`src/rtl/mem_arb_pkg.sv`:
```
// ============================================================================
// Module      : mem_arb_pkg
// Description : Shared types and constants for the two-port SRAM arbiter.
// Revision    : 1.0 - initial release
// ============================================================================
`default_nettype none

package mem_arb_pkg;

  localparam int ADDR_W_DEF = 32;
  localparam int DATA_W_DEF = 32;
  localparam int BE_W_DEF   = DATA_W_DEF / 8;

  localparam int PORT_CORE = 0;
  localparam int PORT_AUX  = 1;

  typedef enum logic [1:0] {
    IDLE   = 2'd0,
    ACCESS = 2'd1,
    RESP   = 2'd2
  } state_t;

  // Command captured from the winning port; field widths follow the defaults.
  typedef struct packed {
    logic                  we;
    logic [ADDR_W_DEF-1:0] addr;
    logic [DATA_W_DEF-1:0] wdata;
    logic [BE_W_DEF-1:0]   be;
  } cmd_t;

endpackage

`default_nettype wire

```
`src/rtl/mem_arbiter_arb_pick.sv`:
```
// ============================================================================
// Module      : arb_pick
// Description : Combinational winner select for two requesters.
//               ARB_ROUND_ROBIN_EN: ties go to the port other than last_grant;
//               otherwise the core port (0) always wins ties.
// Revision    : 1.0 - initial release
// ============================================================================
`default_nettype none

module arb_pick
  import mem_arb_pkg::*;
(
  input  logic [1:0] req,
  input  logic       last_grant,
  output logic       valid,
  output logic       winner
);

`ifndef ARB_ROUND_ROBIN_EN
  // History is tracked by the top even when ties are resolved by priority.
  logic unused_last_grant;
  assign unused_last_grant = last_grant;
`endif

  always_comb begin
    valid  = |req;
    winner = 1'(PORT_CORE);
    if (req == 2'b10) begin
      winner = 1'(PORT_AUX);
    end else if (req == 2'b11) begin
`ifdef ARB_ROUND_ROBIN_EN
      winner = ~last_grant;
`else
      winner = 1'(PORT_CORE);
`endif
    end
  end

endmodule

`default_nettype wire

```
`src/rtl/mem_arbiter.sv`:
```
// ============================================================================
// Module      : mem_arbiter
// Description : Shares one single-ported SRAM between the core (port 0) and an
//               auxiliary master (port 1); IDLE -> ACCESS -> RESP per access.
//               Optional macro ARB_ROUND_ROBIN_EN selects round-robin ties.
// Revision    : 1.0 - initial release
// ============================================================================
`default_nettype none

module mem_arbiter
  import mem_arb_pkg::*;
#(
  parameter int ADDR_W = ADDR_W_DEF,
  parameter int DATA_W = DATA_W_DEF
) (
  input  logic                    clk,
  input  logic                    rst,
  input  logic [1:0]              m_req,
  input  logic [1:0]              m_we,
  input  logic [2*ADDR_W-1:0]     m_addr,
  input  logic [2*DATA_W-1:0]     m_wdata,
  input  logic [2*(DATA_W/8)-1:0] m_be,
  output logic [1:0]              m_gnt,
  output logic [1:0]              m_rvalid,
  output logic [DATA_W-1:0]       m_rdata,
  output logic                    sram_en,
  output logic                    sram_we,
  output logic [ADDR_W-1:0]       sram_addr,
  output logic [DATA_W-1:0]       sram_wdata,
  output logic [DATA_W/8-1:0]     sram_be,
  input  logic [DATA_W-1:0]       sram_rdata
);

  localparam int BE_W = DATA_W / 8;

  state_t state, state_nxt;
  cmd_t   cmd;
  logic   winner;
  logic   last_grant;
  logic   pick_valid;
  logic   pick_winner;

  arb_pick u_arb_pick (
    .req        (m_req),
    .last_grant (last_grant),
    .valid      (pick_valid),
    .winner     (pick_winner)
  );

  always_ff @(posedge clk or posedge rst) begin
    if (rst) begin
      state <= IDLE;
    end else begin
      state <= state_nxt;
    end
  end

  // Command capture happens only on the IDLE sampling edge.
  always_ff @(posedge clk or posedge rst) begin
    if (rst) begin
      cmd        <= '0;
      winner     <= 1'b0;
      last_grant <= 1'b1;
    end else if (state == IDLE && pick_valid) begin
      cmd.we     <= m_we[pick_winner];
      cmd.addr   <= m_addr[pick_winner*ADDR_W +: ADDR_W];
      cmd.wdata  <= m_wdata[pick_winner*DATA_W +: DATA_W];
      cmd.be     <= m_be[pick_winner*BE_W +: BE_W];
      winner     <= pick_winner;
      last_grant <= pick_winner;
    end
  end

  // Outputs decode from state and latched command only, never from m_* inputs.
  always_comb begin
    state_nxt  = state;
    m_gnt      = 2'b00;
    m_rvalid   = 2'b00;
    m_rdata    = '0;
    sram_en    = 1'b0;
    sram_we    = 1'b0;
    sram_addr  = '0;
    sram_wdata = '0;
    sram_be    = '0;
    case (state)
      IDLE: begin
        if (pick_valid) state_nxt = ACCESS;
      end
      ACCESS: begin
        sram_en        = 1'b1;
        sram_we        = cmd.we;
        sram_addr      = cmd.addr;
        sram_wdata     = cmd.wdata;
        sram_be        = cmd.be;
        m_gnt[winner]  = 1'b1;
        state_nxt      = RESP;
      end
      RESP: begin
        m_rvalid[winner] = 1'b1;
        m_rdata          = sram_rdata;
        state_nxt        = IDLE;
      end
      default: state_nxt = IDLE;
    endcase
  end

endmodule

`default_nettype wire

```
`config.mk`:
```
export PLATFORM = sky130hd
export DESIGN_NAME = mem_arbiter
export DESIGN_NICKNAME = d
export VERILOG_FILES = /design/src/rtl/mem_arb_pkg.sv /design/src/rtl/mem_arbiter_arb_pick.sv /design/src/rtl/mem_arbiter.sv
export SDC_FILE = /design/constraint.sdc
export NUM_CORES = 1
export LEC_CHECK = 0
export BUFFER_PORTS_ARGS = -buffer_cell sky130_fd_sc_hd__buf_4
export CORE_AREA = 2 2 109 111
export DETAILED_ROUTE_END_ITERATION = 6
export DIE_AREA = 0 0 111 113
export PLACE_DENSITY = 0.73
export SLEW_MARGIN = 20
export SYNTH_ARGS = -nofsm -noshare
export SYNTH_HDL_FRONTEND = slang
export SYNTH_SLANG_ARGS = --single-unit
```
`constraint.sdc`:
```
create_clock -name clk -period 2.3 [get_ports clk]
set_input_delay 0.115 -clock clk [delete_from_list [all_inputs] [get_ports clk]]
set_output_delay 0.115 -clock clk [all_outputs]
set_load 0.02 [all_outputs]
```
* After elaboration in Yosys (flattened, before gate mapping)
Cells that the tools add are included.
** Word-level totals
- Bits in registers :: 72
** Operators by class
- Muxes and demuxes :: 15
- Eq/ne operators :: 4
- Reduce and logical (&&, ||, !) cells :: 4
- Order comparisons :: 3
- Shift operators :: 3
** Operator list (number)
- $shiftx A64 B7 Y32 :: 2
- $mux W32 :: 3
- $shiftx A8 B4 Y4 :: 1
- $mux W1 :: 6
- $mux W2 :: 3
- $eq A2 B2 Y1 const B :: 2
- $lt A1 B2 Y1 const B :: 2
- $mux W4 :: 1
- $pmux W2 S2 :: 1
- $eq A2 B1 Y1 const B :: 1
- $logic_and A1 B1 Y1 :: 2
- $logic_not A2 Y1 :: 1
- $ne A2 B2 Y1 const B :: 1
- $reduce_or A2 Y1 :: 1
- $demux W1 S1 :: 1
- $ge A1 B1 Y1 const B :: 1

* Depth between registers and ports, before layout
- Depth after elaboration :: 5
- Gate-level depth with buffers :: 6
- Mapped depth without buffers :: 3

* Hierarchy
Synthesis repeated with hierarchy kept, for this count alone.
** Unflattened totals
- Cells, all modules :: 352
- Area, all modules :: 4867.2 µm²
** By module, submodules not included
- mem_arbiter :: instances 1, area an instance 4854.7 µm², cells each 350, seq. area each 1828.0 µm²
- arb_pick :: instances 1, area an instance 12.5 µm², cells each 2, seq. area each 0.0 µm²

* Least setup slack after synthesis
Ideal clock, no wire load.
- Path kind :: reg2reg
- Start :: register state[1]
- End :: register cmd[10] (netlist name)
- Path slack :: 814 ps
- Stages on the path, launching flop included :: 6
- Data arrival time :: 1361 ps
- Buffers on the path :: 2
- Required time :: 2175 ps
- Period minus slack after synthesis :: 1486 ps
- Path through :: dfrtp_1 -> nor2_1 -> o21a_1 -> buf_2 -> buf_2 -> mux2_4
** Between the ends
- Word-level cells in the longest chain between the ends :: 2
** Ends and longest elaborated chain
- start: declaration :: RTL line mem_arbiter.sv:36 : state_t state, state_nxt;
- start signal: assignment :: RTL line mem_arbiter.sv:54 : state <= state_nxt;
- $logic_not A2 Y1 :: RTL line mem_arbiter.sv:64 : end else if (state == IDLE && pick_valid) begin
- $logic_and A1 B1 Y1 :: RTL line mem_arbiter.sv:64
- end: declaration :: RTL line mem_arbiter.sv:37 : cmd_t cmd;
Every way passes these cells.
A chain may end at the register's enable or synchronous reset.

* Worst setup path after layout
- Start :: register state[1]
- End :: output port sram_addr[24]
** Between the ends
- Word-level cells in the longest chain between the ends :: 2
** Ends and longest elaborated chain
- $eq A2 B1 Y1 :: RTL line mem_arbiter.sv:85 : case (state)
- $mux W32 :: RTL line mem_arbiter.sv:85
- end: declaration :: RTL line mem_arbiter.sv:28 : output logic [ADDR_W-1:0] sram_addr,
Every way passes these cells.

==> results.txt <==
max-cap violations = 0
worst voltage drop across the vdd grid = 0.000734 V
number of buffers and inverters on the critical path = 2
Max Clock Skew = 0.00546 ns
critical path arrival = 1.76 ns
register-to-register setup slack = 0.53 ns
Post-Synthesis Net Count = 525
post-placement worst setup slack = 0.548 ns
I/O pin count = 280
Port Buf Inserts = 279
clock latency at the later pin of the worst-skew pair = 0.32 ns
Global Route met2 Usage = 0.357
width of the chip = 111 µm
post-DR vias/cell = 4.71
sort of element at the start of the critical path = flip-flop
GRT busiest layer = met2
final-report hold violation count = 0
net total in the final layout = 795
largest net degree at the start of global routing = 73
final worst-path cycle share = 0.815
number of setup buffers added after CTS = 0
number of iterations in the first detailed-routing pass = 3
Peak Freq = 534 MHz
Inserted Clock Buffers = 9
unrepaired setup endpoints after global routing = false
worst slack on hold paths = 0.0179 ns
num rows = 39
Starting Density = 0.380
number of library cell types mapped by synthesis = 12
Vert. Die Dim = 113 µm
Post-Synthesis Cell Area = 4280 µm²
final core area utilization = 0.608
count of vias placed by the detailed router = 3,623
register area share after synthesis = 0.421
count of state elements after synthesis = 72
class of the tightest hold or removal check = input port to flip-flop
count of inserted antenna diode cells = 0
via count of the first global-routing pass = 3,774
Setup CP Type = flip-flop to output port
normalized max-slew margin = 0.444
total DRC errors in the routed layout = 0
clock period minus worst slack = 1.87 ns
synthesis warning total = 0
Sum Neg Setup Slack = 0 ns
global placement routability congestion = 0.894
Crit path max-delay family = buffers and inverters
Worst Path Max Fanout = 72
met1 Resource Use GR = 0.208
wire length of the first global-routing pass = 19,200 µm
sum of overflow across all layers after global routing = 0
result of the run = complete, no violations
Most Frequent Cell on Critical Path = sky130_fd_sc_hd__buf_4
number of gates resized after CTS = 0
ratio of cells with drive above 1 in the final layout = 0.708
core area = 11,300 µm²
final max-slew violation count = 0
detailed-route wire length = 12,200 µm
global routing usage on met3 = 0.0600
drt first-iter violations = 111
slew at the pin closest to its max-slew limit = 0.832 ns
P_leak = 3.38 nW
Detail Placement HPWL = 9280 µm
final-report setup violation count = 0
power density of the placed cells = 1190 nW/µm²
hold-fix buffers at CTS = 1
buffer type at the clock tree root = sky130_fd_sc_hd__clkbuf_16
all-layer global routing usage = 0.192
delay of the slowest cell on the worst path = 0.49 ns
die footprint = 12,500 µm²
CP Data Required Time = 2.18 ns
number of buffers on the longest clock path = 2
cell area after layout = 6860 µm²
Syn Inst Count = 351
average cell area after synthesis = 12.2 µm²
clock tree from TritonCTS = yes
layout overhead on the synthesized area = 60.3%
Post-DP Area = 6520 µm²
routed len/inst = 15.8 µm
Fillers = 991
number of nets with antenna violations after detailed routing = 0
maximum level of the CTS H-tree = 3
count of clock tree sinks = 72
Slowest-stage cell, CP = sky130_fd_sc_hd__buf_4
clock transition at the register clock pins on the worst setup and hold paths after CTS = 0.05 ns
number of antenna violations at the first check in global routing = 0
worst-path cell chain = nor2b_4 > buf_4 > and2_1 > buf_4
Crit. End Element = output port
crit path setup slack, layout = 0.426 ns
## final cells by class
cell class                      instances  area, µm²  area share
Multi-Input combinational cell        251       2350       0.343
Timing Repair Buffer                  286       2190       0.319
Sequential cell                        72       1800       0.263
Clock buffer                           11        253      0.0369
Tap cell                              143        179      0.0261
Clock inverter                          5       78.8      0.0115
Inverter                                1       3.75    0.000547
## metal layers
metal | vias up | wire length (µm)
li1 | 1723 | -
met1 | 1706 | 4410
met2 | 174 | 6390
met3 | 20 | 1060
met4 | 0 | 300
met5 | - | 0
## Yosys cell counts
cell type                  instances  area [µm²]
sky130_fd_sc_hd__and2_1          103         644
sky130_fd_sc_hd__dfrtp_1          72        1800
sky130_fd_sc_hd__clkbuf_1         11        41.3
sky130_fd_sc_hd__mux2_2          118        1330
sky130_fd_sc_hd__a21oi_1           2        10.0
sky130_fd_sc_hd__buf_6             3        33.8
sky130_fd_sc_hd__o21a_1            1        7.51
sky130_fd_sc_hd__inv_1             1        3.75
sky130_fd_sc_hd__mux2_4           20         300
sky130_fd_sc_hd__buf_2            13        65.1
sky130_fd_sc_hd__nor2_1            1        3.75
sky130_fd_sc_hd__nor2b_1           6        37.5
## placed cells by master (no fill, tap or decap)
master                          netlist  routed
sky130_fd_sc_hd__nor2b_1              6       4
sky130_fd_sc_hd__dfrtp_1             72      72
sky130_fd_sc_hd__and2_1             103     103
sky130_fd_sc_hd__mux2_2             118     118
sky130_fd_sc_hd__clkbuf_8             0       2
sky130_fd_sc_hd__mux2_4              20      20
sky130_fd_sc_hd__nor2_1               1       1
sky130_fd_sc_hd__clkinv_4             0       1
sky130_fd_sc_hd__clkinv_2             0       2
sky130_fd_sc_hd__a21oi_1              2       2
sky130_fd_sc_hd__clkbuf_16            0       9
sky130_fd_sc_hd__inv_2                0       1
sky130_fd_sc_hd__o21a_4               0       1
sky130_fd_sc_hd__dlygate4sd3_1        0       1
sky130_fd_sc_hd__buf_12               0       3
sky130_fd_sc_hd__bufinv_16            0       2
sky130_fd_sc_hd__buf_4                0     282
sky130_fd_sc_hd__nor2b_4              0       2
## metrics by stage
stage	total power [mW]	cells
after floorplan	4.96	351
after global routing	8.64	769
after global placement	6.58	752
after CTS	8.26	769
final	8.16	769
after detailed placement	6.71	752
## cells by family after synthesis
group / share of synthesized area
AOI/OAI and AO/OA: 0.00410
buffers and inverters: 0.0336
DFF: 0.421
muxes: 0.381
and+or+nand+nor: 0.160
## path summary, 6_finish.rpt
| check | cells after the start | end | startpoint |
|---|---|---|---|
| max | 4 | sram_addr[24] | state[1]$_DFFE_PP0P_ |
| min | 2 | winner$_DFFE_PP0P_ | m_req[0] |
| max reg2reg | 4 | cmd[42]$_DFFE_PP0P_ | state[1]$_DFFE_PP0P_ |
| min reg2reg | 1 | cmd[36]$_DFFE_PP0P_ | cmd[36]$_DFFE_PP0P_ |
| max in group asynchronous | 4 | cmd[42]$_DFFE_PP0P_ | rst |
| min in group asynchronous | 3 | cmd[61]$_DFFE_PP0P_ | rst |
## state kept, by name (all words and copies together) (netlist names)
signal and cells:
cmd 69, state 2, winner 1
## report_power, final
group / total, mW / switching [mW] / internal [mW] / leakage (nW)
clock: 1.52 / 0.513 / 1.01 / 0.165
combinational: 4.39 / 2.11 / 2.28 / 2.37
sequential: 2.25 / 0.318 / 1.93 / 0.841
Note: power is estimated with default switching activity, not from simulation.
